File: src/rtl/vram_arbiter.sv
// Single-port pixel SRAM arbiter: video scan-out fetches always win, host reads and
// buffered host writes fill the slots the video path leaves idle.
module vram_arbiter #(
    parameter int ADDR_W      = 12,
    parameter int DATA_W      = 8,
    parameter int WFIFO_DEPTH = 4
) (
    input  logic              clk_i,
    input  logic              rst_n,
    input  logic              vid_req,
    input  logic [ADDR_W-1:0] vid_addr,
    output logic [DATA_W-1:0] vid_data,
    output logic              vid_data_valid,
    input  logic              host_wr_valid,
    output logic              host_wr_ready,
    input  logic [ADDR_W-1:0] host_wr_addr,
    input  logic [DATA_W-1:0] host_wr_data,
    input  logic              host_rd_req,
    input  logic [ADDR_W-1:0] host_rd_addr,
    output logic              host_rd_ack,
    output logic              host_rd_valid,
    output logic [DATA_W-1:0] host_rd_data,
    output logic [4:0]        wfifo_level,
    output logic [15:0]       stall_cnt,
    output logic              mem_en,
    output logic              mem_we,
    output logic [ADDR_W-1:0] mem_addr,
    output logic [DATA_W-1:0] mem_wdata,
    input  logic [DATA_W-1:0] mem_rdata
);

    localparam int PTR_W = (WFIFO_DEPTH > 1) ? $clog2(WFIFO_DEPTH) : 1;
    localparam logic [4:0] LEVEL_FULL = 5'(WFIFO_DEPTH);

    logic [ADDR_W-1:0] fifo_addr [WFIFO_DEPTH];
    logic [DATA_W-1:0] fifo_data [WFIFO_DEPTH];
    logic [PTR_W-1:0]  wr_ptr;
    logic [PTR_W-1:0]  rd_ptr;
    logic [4:0]        level_next;
    logic              fifo_empty;
    logic              rd_busy;
    logic              grant_vid;
    logic              grant_rd;
    logic              grant_wr;
    logic              push;
    logic              pop;
    logic              stall_inc;
    logic              vid_cmd;
    logic [DATA_W-1:0] rd_hold;

    // A read counts as in flight from the slot it is issued until its data returns.
    always_comb begin
        fifo_empty = (wfifo_level == 5'd0);
        rd_busy    = host_rd_ack;
        grant_vid  = vid_req;
        grant_rd   = !vid_req && host_rd_req && fifo_empty && !rd_busy;
        grant_wr   = !vid_req && !fifo_empty;
        push       = host_wr_valid && host_wr_ready;
        pop        = grant_wr;
        stall_inc  = vid_req && (!fifo_empty || host_rd_req) && !rd_busy;
        level_next = wfifo_level;
        if (push && !pop) begin
            level_next = wfifo_level + 5'd1;
        end else if (pop && !push) begin
            level_next = wfifo_level - 5'd1;
        end
    end

    always_ff @(posedge clk_i) begin
        if (push) begin
            fifo_addr[wr_ptr] <= host_wr_addr;
            fifo_data[wr_ptr] <= host_wr_data;
        end
    end

    always_ff @(posedge clk_i or negedge rst_n) begin
        if (!rst_n) begin
            wr_ptr        <= '0;
            rd_ptr        <= '0;
            wfifo_level   <= 5'd0;
            host_wr_ready <= 1'b0;
            stall_cnt     <= 16'd0;
        end else begin
            if (push) begin
                wr_ptr <= wr_ptr + PTR_W'(1);
            end
            if (pop) begin
                rd_ptr <= rd_ptr + PTR_W'(1);
            end
            wfifo_level   <= level_next;
            host_wr_ready <= (level_next != LEVEL_FULL);
            if (stall_inc && stall_cnt != 16'hFFFF) begin
                stall_cnt <= stall_cnt + 16'd1;
            end
        end
    end

    // SRAM command register; address and write data hold when no one wins the slot.
    always_ff @(posedge clk_i or negedge rst_n) begin
        if (!rst_n) begin
            mem_en         <= 1'b0;
            mem_we         <= 1'b0;
            mem_addr       <= '0;
            mem_wdata      <= '0;
            vid_cmd        <= 1'b0;
            host_rd_ack    <= 1'b0;
            vid_data_valid <= 1'b0;
            host_rd_valid  <= 1'b0;
            rd_hold        <= '0;
        end else begin
            mem_en <= grant_vid || grant_rd || grant_wr;
            if (grant_vid) begin
                mem_we   <= 1'b0;
                mem_addr <= vid_addr;
            end else if (grant_rd) begin
                mem_we   <= 1'b0;
                mem_addr <= host_rd_addr;
            end else if (grant_wr) begin
                mem_we    <= 1'b1;
                mem_addr  <= fifo_addr[rd_ptr];
                mem_wdata <= fifo_data[rd_ptr];
            end
            vid_cmd        <= grant_vid;
            host_rd_ack    <= grant_rd;
            vid_data_valid <= vid_cmd;
            host_rd_valid  <= host_rd_ack;
            if (host_rd_valid) begin
                rd_hold <= mem_rdata;
            end
        end
    end

    // Read data arrives straight from the SRAM in the valid cycle; host copy is held after.
    assign vid_data     = vid_data_valid ? mem_rdata : '0;
    assign host_rd_data = host_rd_valid ? mem_rdata : rd_hold;

endmodule

File: config.mk
export PLATFORM = sky130hd
export DESIGN_NAME = vram_arbiter
export DESIGN_NICKNAME = d
export VERILOG_FILES = /design/src/rtl/vram_arbiter.sv
export SDC_FILE = /design/constraint.sdc
export NUM_CORES = 1
export LEC_CHECK = 0
export BUFFER_PORTS_ARGS = -buffer_cell sky130_fd_sc_hd__clkbuf_2
export CORE_UTILIZATION = 50
export CTS_BUF_LIST = sky130_fd_sc_hd__clkbuf_16
export DETAILED_ROUTE_END_ITERATION = 8
export PLACE_DENSITY_LB_ADDON = 0.15
export SETUP_SLACK_MARGIN = 0.4
export SLEW_MARGIN = 10
export SYNTH_ARGS = -nofsm -noshare
export SYNTH_HDL_FRONTEND = slang
export SYNTH_SLANG_ARGS = --single-unit
File: constraint.sdc
create_clock -name clk_i -period 6.1 [get_ports clk_i]
set_input_delay 0.61 -clock clk_i [delete_from_list [all_inputs] [get_ports clk_i]]
set_output_delay 0.61 -clock clk_i [all_outputs]
set_load 0.03 [all_outputs]
* Word level (Yosys, flattened, before mapping)
Memories as Yosys holds them, arrays and structs flattened. A register that Yosys moved wholly into a read port is not among the register bits.
Cells that the tools add are included.
** Storage, ports and cells
- Flip-flop bits (word level) :: 52
- Memory bits (writable) :: 80
- Bits of input ports :: 57
- Output and inout port bits :: 63
- Word-level logic and storage cells :: 58
- Memories :: 2
** Memories
- fifo_addr :: words 4, width 12, rd ports 1, clocked after memory_dff 0, wr ports 1, line 35 : logic [ADDR_W-1:0] fifo_addr [WFIFO_DEPTH];
- fifo_data :: words 4, width 8, rd ports 1, clocked after memory_dff 1, wr ports 1, line 36 : logic [DATA_W-1:0] fifo_data [WFIFO_DEPTH];
** Cells by class
- Add/sub/neg operators :: 5
- Eq/ne operators :: 2
- Mux-type cells :: 12
- Bitwise logic cells :: 2
- Reduce and logical (&&, ||, !) cells :: 22
** Operator list (number)
- 2-to-1 mux 12 bit :: 3
- adder 16 x 1 -> 16 bit (second input constant) :: 1
- 2-to-1 mux 8 bit :: 2
- != test 16 bit (second input constant) :: 1
- logical AND 1 bit :: 10
- 2-to-1 mux 5 bit :: 2
- logical NOT 1 bit :: 6
- adder 5 x 1 -> 5 bit (second input constant) :: 1
- logical NOT 5 bit :: 1
- 2-to-1 mux 1 bit :: 5
- != test 5 x 3 -> 1 bit (second input constant) :: 1
- subtractor 5 x 1 -> 5 bit (second input constant) :: 1
- adder 2 x 1 -> 2 bit (second input constant) :: 2
- logical OR 1 bit :: 3
- AND reduction 3 bit :: 1
- nonzero test 3 bit :: 1
- inverter 1 bit :: 2

* Depth between registers and ports, before layout
Gate-level depths: netlist (run 1).
- Word-level depth :: 7
- Mapped depth :: 7

* Least setup slack after synthesis (run 1)
Ideal clock, no wire load.
- Kind :: register to register
- Start :: reg wfifo_level[1]
- End :: reg stall_cnt[11]
- Setup time :: 0.125 ns
- Arrival :: 2.063 ns
- Required time :: 5.975 ns
- Setup slack :: 3.911 ns
- Stages on the path, launching flop included :: 8
- Buffers on the path :: 1
- Clock period less this slack :: 2.189 ns
- Cells stage by stage :: dfrtp_1 inv_1 ha_1 or4b_4 buf_6 o2111ai_4 nor2_2 mux2_4
** Between the ends
- Cells in the longest elaborated chain, start to end :: 6
** RTL lines
- start: declaration :: line 23 : output logic [4:0] wfifo_level,
- start signal: assignment :: line 90 : wfifo_level <= level_next;
- logical NOT 5 bit :: line 53 : fifo_empty = (wfifo_level == 5'd0);
- logical NOT 1 bit :: line 60 : stall_inc = vid_req && (!fifo_empty || host_rd_req) && !rd_busy;
- logical OR 1 bit :: line 60
- logical AND 1 bit (2 in series) :: line 60
- logical AND 1 bit :: line 92 : if (stall_inc && stall_cnt != 16'hFFFF) begin
- end signal: assignment :: line 93 : stall_cnt <= stall_cnt + 16'd1;
- end: declaration :: line 24 : output logic [15:0] stall_cnt,
Every way passes these cells.
A chain may end at the register's enable or synchronous reset.

* Final worst setup path (run 1)
- Start :: reg wfifo_level[1]
- End :: reg mem_wdata[2], read port of fifo_data
** Between the ends
- Cells in the longest elaborated chain, start to end :: 5
- Elaborated cells between the ends (all ways) :: 7
- Those cells by class :: 1 x bitwise; 6 x reduce/logical
** RTL lines
- logical NOT 5 bit * :: line 53
- logical AND 1 bit (2 in series) :: line 56 : grant_rd = !vid_req && host_rd_req && fifo_empty && !rd_busy;
- inverter 1 bit (no source line)
- AND reduction 3 bit (no source line) *
- end: declaration :: line 28 : output logic [DATA_W-1:0] mem_wdata,
Every way passes the cells marked *; elsewhere a longest branch is shown, timed or not.

==> results of run 1 <==
==> registers in the layout, indices dropped and copies added, names as in the netlist, 2 cells and up <==
| register | flops |
|---|---|
| fifo_addr | 48 |
| fifo_data | 32 |
| stall_cnt | 16 |
| mem_addr | 12 |
| mem_wdata | 8 |
| rd_hold | 8 |
| wfifo_level | 5 |
| rd_ptr | 2 |
| wr_ptr | 2 |
==> metrics by stage <==
stage | setup WS (ns) | total power [mW] | util (%) | hold WS (ns)
6_report | 3.68 | 3.59 | 62.7 | 0.349
4_1_cts | 3.69 | 3.63 | 62.7 | 0.349
5_1_grt | 3.49 | 3.78 | 62.7 | 0.357
3_3_place_gp | 3.74 | 2.61 | 57.8 | 0.332
3_5_place_dp | 3.61 | 2.64 | 57.8 | 0.335
2_1_floorplan | 3.91 | 2.29 | - | 0.314
==> synthesized netlist by cell type (2+ instances only) <==
master	n	area, µm²
a21oi_1	6	30.0
xnor2_1	3	26.3
nor2_1	15	56.3
nor4_1	4	25.0
clkbuf_1	13	48.8
ha_1	7	87.6
xor2_1	14	123
buf_6	2	22.5
nand4_1	7	43.8
o21ai_0	2	10.0
a21o_1	12	90.1
and3_1	4	25.0
or2_2	4	25.0
a211oi_1	18	135
mux2i_1	13	130
inv_1	9	33.8
and2_1	11	68.8
buf_1	3	11.3
nand3_1	8	40.0
nor3_1	6	30.0
mux2_2	18	203
dfrtp_1	60	1500
edfxtp_1	80	2400
mux4_2	20	450
nor3b_1	2	15.0
nand2_1	9	33.8
buf_2	2	10.0
==> critical path, stage by stage, from the launching register on <==
cell,delay [ns]
dfrtp_1,0.44
inv_1,0.09
ha_1,0.23
nor4b_4,0.14
buf_4,0.23
nor2_1,0.75
mux2_2,0.42
==> worst max-delay path by stage <==
stage / to / slack, ns / cells after the start / start
global route: mem_wdata[2] / 3.49 / 6 / wfifo_level[0]
floorplan: stall_cnt[11] / 3.91 / 7 / wfifo_level[1]
global placement: mem_wdata[1] / 3.74 / 3 / vid_req
detailed placement: mem_wdata[3] / 3.61 / 3 / vid_req
finish: mem_wdata[2] / 3.68 / 6 / wfifo_level[1]
CTS: mem_wdata[2] / 3.69 / 6 / wfifo_level[1]
==> routing by layer <==
metal	GRT usage (%)	wire, µm
met1	25.0	4970
met2	32.3	5560
met3	5.36	517
met4	8.09	190
met5	0	0
==> power breakdown <==
| group | switching (mW) | internal, mW |
|---|---|---|
| Clock | 0.387 | 0.599 |
| Sequential | 0.181 | 1.27 |
| Combinational | 0.690 | 0.460 |
| Total | 1.26 | 2.33 |
==> area by class of cell <==
cell class | count | area [µm²] | area share (%)
well taps | 143 | 179 | 2.49
flip-flops and latches | 140 | 3900 | 54.3
clock inverters | 15 | 145 | 2.02
clock buffers | 17 | 425 | 5.91
repair buffers | 122 | 618 | 8.59
multi-input cells | 207 | 1890 | 26.2
inverters | 9 | 33.8 | 0.470
==> kinds of logic after synthesis <==
logic type / Yosys count
DFF: 140
muxes: 52
adders and majority gates: 7
and+or+nand+nor: 81
xor gates and xnor gates: 17
AOI/OAI and AO/OA: 50
buffers and inverters: 29
==> impl_metrics.csv, run 1 <==
group,metric,value,unit
run_status,status,"finished, final reports clean",
cts,clkLatencyLatePin,0.42,ns
hold_path,hp-start,"vid_cmd",
floorplan,rows,39,
hold_path,whs_endpoint,"vid_data_valid",
floorplan,die_h,111,µm
synth,ys_types,51,
synth,ys_ff_latch,140,
floorplan,die_w,111,µm
hold_path,hold_class,"flip-flop to flip-flop",
timing,rsz0062_at_grt,"false",
cts,cts_setup_buffers,0,
synth,synth_top_family_by_area,"multiplexers",
routing,via_per_inst,5.44,
timing,tns,0,ns
worst_setup_path,r2r-start,"wfifo_level[1]",
timing,setup_viol,0,
global_route,antenna_found_initial,0,
worst_setup_path,arrival,2.72,ns
routing,antenna_left,0,
global_route,grt_pass1_vias,3592,
cts,cts_tree,"done",
synth,synth-edff-count,80,
finish,fillers,867,
global_route,track_usage,19.7,%
synth,synth.yosys.seq_area_share,66.0,%
job,drv_cap,0,
timing,hold_viol,0,
worst_setup_path,endpoint_kind,"flip-flop",
placement,placed_cell_area,6620,µm²
routing,vias,3554,
finish,final_nets,561,
worst_setup_path,crit_path_start_kind,"flip-flop",
worst_setup_path,reg2reg_depth,6,
global_route,grt_overflow_total,0,
finish,drive_gt1_share,40.2,%
timing,finalMaxSlewViolations,0,
cts,cts_sinks,140,
global_route,grt_pass1_wl,18300,µm
synth,synth-simple-area-share,7.93,%
synth,synth_warnings,0,
cts,cts_made_buffers,17,
placement,port_buffers,119,
cts,cts-resized-gates,0,
timing,worst_slew_pin_slew,1.11,ns
synth,synth.area.mux_share,13.5,%
hold_path,min_path_cells,0,
floorplan,core,11500,µm²
synth,async_reset_ff_share,42.9,%
power_and_ir_drop,vdd_drop_max,0.000279,V
finish,fin_area,7190,µm²
power_and_ir_drop,leakagePower,3.05,nW
synth,synth_xor_area_share,2.52,%
timing,fin_crit,2.42,ns
routing,routed_wl,11200,µm
synth,syn_nets,440,
placement,dp_cells,621,
timing,fmax,413,MHz
placement,gp_congestion,0.822,
cts,cts_max_level,4,
finish,layout_commonest_cell,"clkbuf_2",
synth,synthAdderAreaFrac,1.48,%
finish,syn_to_final_growth,21.5,%
worst_setup_path,cp_data_required_time,6.40,ns
synth,syn_area,5920,µm²
finish,antenna_cells,0,
routing,drt_iter0_drc,192,
timing,clock_skew,0.00648,ns
synth,syn_inst,376,
worst_setup_path,critPathMaxFanout,28,
worst_setup_path,worstSetupPathType,"flip-flop to flip-flop",
synth,synth_compound_area_share,6.49,%
routing,wire_per_inst,17.2,µm
cts,ctsHoldBuffers,0,
synth,avgSynthCellArea,15.7,µm²
placement,dpl.hpwl,7340,µm
routing,drtPass1Iterations,5,
synth,synth_ff_type,"edfxtp_1",
power_and_ir_drop,powerDensity,499,nW/µm²
cts,clockRootBuffer,"clkbuf_16",
cts,clkSlewWorstSetupHoldPaths,0.06,ns
timing,relSlewSlack,26.2,%
cts,cts_max_path_buffers,2,
finish,final_cell_mix,"119 x clkbuf_2, 80 x edfxtp_1, 60 x dfrtp_1",
global_route,grt_max_degree,61,
routing,drc_errors,0,
timing,period_share,39.7,%
worst_setup_path,rrSetupSlack,3.68,ns
floorplan,start_util,51.6,%
floorplan,dieArea,12300,µm²
worst_setup_path,rr_endpoint,"mem_wdata[2]",
finish,finalNonFillerCells,653,
floorplan,io_pins,120,
Note: power is estimated with default switching activity, not from simulation.
==> run 2: changes to the inputs <==
- ABC_AREA: unset -> 1
- clock period: 6.1 -> 2.4 ns (I/O delays scaled with it)
==> run 2 against run 1 <==
Sequential power increased by 150%. Power grew to 2.7 times the previous value. Final cell count rose by 32%. Global-route usage is 1.9 points higher. Critical path type unchanged. Largest cell class unchanged. Hold slack lost 0.32 ns. Die area up 3.4%.
==> impl_metrics.csv, run 2 <==
group,metric,value,unit
run_status,status,"finished, final reports clean",
finish,antenna_cells,0,
power_and_ir_drop,vdd_drop_max,0.000746,V
power_and_ir_drop,powerDensity,1290,nW/µm²
routing,wl_met2,6320,µm
synth,yosysMostFrequentCell,"nand2_1",
floorplan,dieArea,12700,µm²
floorplan,start_util,51.2,%
placement,port_buffers,119,
worst_setup_path,reg2reg_depth,8,
cts,cts_sinks,140,
finish,fin_area,7470,µm²
synth,synth.yosys.seq_area_share,63.7,%
cts,cts_made_buffers,17,
timing,fin_hold_ws,0.0319,ns
routing,m1WireLength,5710,µm
hold_path,hold_class,"primary input to flip-flop",
global_route,grt_pass1_wl,20500,µm
synth,synth_top_area_share,39.2,%
routing,antenna_left,0,
global_route,antenna_found_initial,0,
finish,finalNonFillerCells,865,
cts,clockRootBuffer,"clkbuf_16",
cts,cts_max_path_buffers,2,
floorplan,core,12000,µm²
worst_setup_path,r2r-start,"stall_cnt[1]",
timing,hold_viol,0,
worst_setup_path,crit_top_cell,"nand3_1",
floorplan,die_h,113,µm
cts,cts_max_level,4,
timing,fin_crit,1.82,ns
global_route,grt_overflow_total,0,
timing,rsz0062_at_grt,"false",
finish,top_register,"fifo_addr",
timing,relSlewSlack,46.3,%
timing,clock_skew,0.00579,ns
finish,regArea,3900,µm²
worst_setup_path,worstSetupPathType,"flip-flop to flip-flop",
hold_path,hp-start,"host_wr_data[1]",
worst_setup_path,rrSetupSlack,0.58,ns
timing,tns,0,ns
floorplan,io_pins,120,
floorplan,die_w,113,µm
timing,worst_slew_pin_slew,0.804,ns
timing,period_share,75.7,%
placement,gp_congestion,0.880,
worst_setup_path,rr_endpoint,"stall_cnt[5]",
synth,avgSynthCellArea,10.6,µm²
power_and_ir_drop,power,9.66,mW
timing,finalMaxSlewViolations,0,
finish,largest_reg_flops,48,
placement,placed_cell_area,6840,µm²
routing,route.top_layer_used,"met4",
synth,synth_commonest_cells,"136 x nand2_1, 80 x edfxtp_1, 73 x nor2_1",
synth,syn_area,6130,µm²
routing,drc_errors,0,
worst_setup_path,cp_data_required_time,2.74,ns
worst_setup_path,cp_num_buf_inv,1,
cts,clkLatencyLatePin,0.42,ns
finish,reg_top3,"fifo_addr: 48 flops, fifo_data: 32 flops, stall_cnt: 16 flops",
synth,async_reset_ff_share,42.9,%
worst_setup_path,worstPathCellList,"ha_1 > nand3_1 > nor3_2 > nand3_1 > nand2_4 > inv_2 > nand2_1 > xor2_1",
hold_path,whs_endpoint,"fifo_data[0][1]",
synth,synth_area_leaders,"edfxtp_1 39%, dfrtp_1 25%, nand2_1 8.3%, nor2_1 4.5%, nand3_1 4.0%",
routing,drt_iter0_drc,311,
finish,finish.utilization,62.4,%
routing,via_per_inst,5.04,
timing,fmax,550,MHz
global_route,grt_max_degree,47,
synth,synth-edff-count,80,
routing,drtPass1Iterations,5,
finish,drive_gt1_share,26.9,%
worst_setup_path,arrival,2.15,ns
finish,final_cell_mix,"136 x nand2_1, 119 x clkbuf_2, 80 x edfxtp_1",
worst_setup_path,endpoint_kind,"flip-flop",
placement,post-place-ws,0.476,ns
worst_setup_path,cp_slowest_stage_delay,0.41,ns
worst_setup_path,critPathSlowestCell,"dfrtp_1",
global_route,grt_pass1_vias,4031,
synth,syn_inst,580,
synth,ys_ff_latch,140,
cts,clkSlewWorstSetupHoldPaths,0.06,ns
synth,ys_types,33,
placement,dp_cells,830,
floorplan,rows,40,
routing,routed_wl,12900,µm
synth,synth_ff_type,"edfxtp_1",
finish,fillers,986,
routing,wire_per_inst,15.0,µm
hold_path,min_path_cells,1,
power_and_ir_drop,leakagePower,3.38,nW
timing,worst_slack,0.583,ns
worst_setup_path,critical-path-top-delay-family,"simple AND/OR/NAND/NOR gates",
placement,dpl.hpwl,8530,µm
worst_setup_path,crit_path_start_kind,"flip-flop",
synth,syn_nets,644,
routing,vias,4356,
finish,final_nets,769,
synth,yosys.area.top_type,"edfxtp_1",
finish,layout_commonest_cell,"nand2_1",
job,drv_cap,0,
timing,setup_viol,0,
cts,cts_tree,"done",
synth,synth_warnings,0,
worst_setup_path,critPathMaxFanout,12,
global_route,track_usage,21.6,%
finish,syn_to_final_growth,21.9,%
routing,dr_wl_met3,672,µm
finish,multiInputGateArea,1920,µm²
-- run 2: cell count changes after synthesis, sizes merged, moves of 13 or more --
cell	before	now
nand2	9	144
nor2	16	79
nand3	8	50
inv	9	43
o21ai	3	29
mux4	20	0
a211oi	18	0
mux2i	13	0
-- run 2: kinds of logic after synthesis --
group	Yosys count	share of synthesized area [%]
AO/OA/AOI/OAI	52	4.88
XOR/XNOR	20	3.10
adder cells (fa/ha/maj)	7	1.43
buffers and inverters	68	5.04
flip-flops	140	63.7
multiplexers	8	1.47
AND/OR/NAND/NOR	285	20.3
-- run 2: worst register-to-register path: stages, from the launching register on --
cell and delay [ns]:
dfrtp_1 0.41, ha_1 0.21, nand3_1 0.16, nor3_2 0.21
nand3_1 0.16, nand2_4 0.19, inv_2 0.15, nand2_1 0.10
xor2_1 0.15
-- run 2: timing repair --
action | in CTS | in global routing
buffers inserted | 0 | 2
resized for setup | 0 | 2
hold buffers | 1 | 0
hold endpoints to repair | 14 | 0
setup endpoints to repair | 0 | 20
-- run 2: routing by layer --
| layer | vias to the layer above | GRT usage, % |
|---|---|---|
| met1 | 2028 | 28.2 |
| met4 | 0 | 9.24 |
| met2 | 128 | 35.0 |
| met3 | 20 | 4.86 |
| li1 | 2180 | - |
| met5 | - | 0 |
-- run 2: worst max-delay path by stage --
| stage | slack (ns) | cells after the start | from | endpoint |
|---|---|---|---|---|
| after global routing | 0.44 | 9 | wfifo_level[0] | stall_cnt[5] |
| after CTS | 0.46 | 9 | wfifo_level[0] | mem_addr[7] |
| after global placement | 0.54 | 9 | wfifo_level[0] | mem_addr[6] |
| after detailed placement | 0.48 | 9 | wfifo_level[0] | stall_cnt[5] |
| final | 0.58 | 8 | stall_cnt[1] | stall_cnt[5] |
| after floorplan | 0.37 | 2 | host_wr_ready | fifo_addr[0][0] |
-- run 2: area by class of cell --
type / instances / share of cell area [%]
Clock buffer: 17 / 5.70
Clock inverter: 15 / 2.31
Inverter: 43 / 2.16
Multi-Input combinational cell: 372 / 25.7
Sequential cell: 140 / 52.3
Tap cell: 147 / 2.46
Timing Repair Buffer: 131 / 9.38
-- run 2: where the power goes --
group          switching (mW)  internal, mW
sequential              0.346          3.25
combinational            2.40          1.04
clock                    1.00          1.63
==> run 3: changes to the inputs <==
- ABC_AREA: 1 -> 0
- clock period: 2.4 -> 1.75 ns (I/O delays scaled with it)
==> run 3 against run 2 <==
Setup slack got worse by 0.77 ns. Critical path type unchanged. Clock-buffer cell count stayed put. Clock skew is 0.0020 ns higher. The flow now finishes with violations (negative setup slack). Critical path depth decreased by 1. Largest power group is now combinational logic. Highest routed layer unchanged.
==> impl_metrics.csv, run 3 (synthesis gave the netlist of run 1 again) <==
group,metric,value,unit
run_status,status,"finished, violations left",
run_status,violations,"negative setup slack",
cts,cts_max_level,4,
routing,via_per_inst,5.60,
floorplan,core,11500,µm²
placement,port_buffers,119,
cts,cts_sinks,140,
timing,fin_crit,1.93,ns
power_and_ir_drop,vdd_drop_max,0.00134,V
finish,fin_area,8960,µm²
placement,placed_cell_area,7020,µm²
placement,gp_congestion,0.843,
power_and_ir_drop,leakagePower,3.78,nW
routing,wire_per_inst,19.9,µm
finish,antenna_cells,0,
worst_setup_path,arrival,2.23,ns
power_and_ir_drop,power,15.1,mW
cts,clkSlewWorstSetupHoldPaths,0.06,ns
routing,antenna_left,0,
worst_setup_path,rrSetupSlack,-0.18,ns
worst_setup_path,r2r-start,"wfifo_level[1]",
timing,clock_skew,0.00780,ns
hold_path,hold_class,"primary input to flip-flop",
floorplan,dieArea,12300,µm²
finish,largest_reg_flops,48,
global_route,grt_pass1_vias,4247,
worst_setup_path,setup.worst_path.start,"wfifo_level[1]",
cts,cts_tree,"done",
worst_setup_path,critPathMaxFanout,10,
finish,top_register,"fifo_addr",
timing,hold_viol,0,
timing,worst_slew_pin_slew,0.736,ns
worst_setup_path,worstSetupPathType,"flip-flop to flip-flop",
worst_setup_path,cp_slowest_stage_delay,0.48,ns
cts,clockRootBuffer,"clkbuf_16",
job,drv_cap,0,
cts,cts_max_path_buffers,2,
timing,fin_hold_ws,0.0469,ns
global_route,grt_util_met1,29.4,%
worst_setup_path,worstPathCellList,"inv_2 > ha_4 > or4b_4 > buf_6 > o21ai_4 > a21oi_1 > mux2_2",
global_route,track_usage,23.7,%
routing,drtPass1Iterations,4,
finish,layout_commonest_cell,"clkbuf_2",
cts,cts_made_buffers,17,
timing,finalMaxSlewViolations,0,
routing,drc_errors,0,
worst_setup_path,cp_data_required_time,2.05,ns
worst_setup_path,critical-path-top-delay-family,"simple AND/OR/NAND/NOR gates",
timing,relSlewSlack,50.9,%
finish,finish.utilization,78.2,%
worst_setup_path,cp_num_buf_inv,2,
power_and_ir_drop,powerDensity,1690,nW/µm²
floorplan,rows,39,
global_route,grt_pass1_wl,21900,µm
timing,worst_slack,-0.184,ns
routing,drt_iter0_drc,350,
timing,setup_viol,42,
floorplan,start_util,51.6,%
timing,rsz0062_at_grt,"true",
worst_setup_path,crit_path_start_kind,"flip-flop",
finish,syn_to_final_growth,51.5,%
worst_setup_path,critPathSlowestCell,"or4b_4",
cts,clkLatencyLatePin,0.42,ns
global_route,top_usage_layer,"met2",
global_route,gr-usage-met2,38.8,%
global_route,gr-usage-met3,7.44,%
timing,fmax,517,MHz
finish,reg_top3,"fifo_addr: 48 flops, fifo_data: 32 flops, stall_cnt: 16 flops",
floorplan,die_w,111,µm
routing,routed_wl,15100,µm
worst_setup_path,endpoint_kind,"flip-flop",
finish,drive_gt1_share,55.6,%
finish,final_cell_mix,"93 x clkbuf_2, 80 x edfxtp_1, 51 x dfrtp_1",
floorplan,io_pins,120,
routing,vias,4274,
global_route,grt_overflow_total,0,
hold_path,hp-start,"mem_rdata[5]",
placement,dpl.hpwl,8190,µm
timing,period_share,111,%
finish,final_nets,671,
floorplan,die_h,111,µm
global_route,antenna_found_initial,0,
timing,tns,-4.48,ns
global_route,grt_max_degree,29,
-- run 3: changes by cell type in the layout (fill, tap and decap cells not counted), moves of 32 or more --
cell           previous run  this run
nand3_1                  49         6
nand2_1                 136         8
inv_1                    39         6
buf_4                    10        45
dlygate4sd3_1             1        33
nor2_1                   73         8
-- run 3: final timing paths --
check                           depth (start not counted)              to
worst min register to register                          0  vid_data_valid
worst min-delay path                                    2      rd_hold[5]
max in group asynchronous                               3    stall_cnt[9]
min in group asynchronous                               2     mem_addr[3]
worst max-delay path                                    7    stall_cnt[1]
worst max register to register                          7    stall_cnt[1]
-- run 3: what timing repair did --
action                                  CTS  global route
hold buffers                             33             0
endpoints found under the setup margin  127           153
setup buffers                            17            12
gates cloned                              4            10
resized for setup                       116            70
pin swaps                                14            10
endpoints found under the hold margin   115             0
-- run 3: through the flow --
stage	cells	setup WS [ns]
floorplan	376	-0.328
global placement	655	-0.128
detailed placement	655	-0.175
CTS	741	-0.149
global route	763	-0.252
finish	763	-0.184
-- run 3: layout make-up --
type	instances	area (µm²)
clock buffers	17	425
clock inverters	15	138
fillers	626	2500
inverters	9	33.8
multi-input cells	217	2380
flip-flops and latches	140	3920
well taps	143	179
repair buffers	222	1890
-- run 3: power by group --
group / internal (mW) / switching, mW
Clock: 1.97 / 1.41
Combinational: 3.36 / 3.55
Sequential: 4.43 / 0.412
-- run 3: routing by layer --
metal	wire, µm	up-vias
li1	-	1917
met5	0	-
met3	712	25
met2	7900	155
met4	286	0
met1	6240	2177
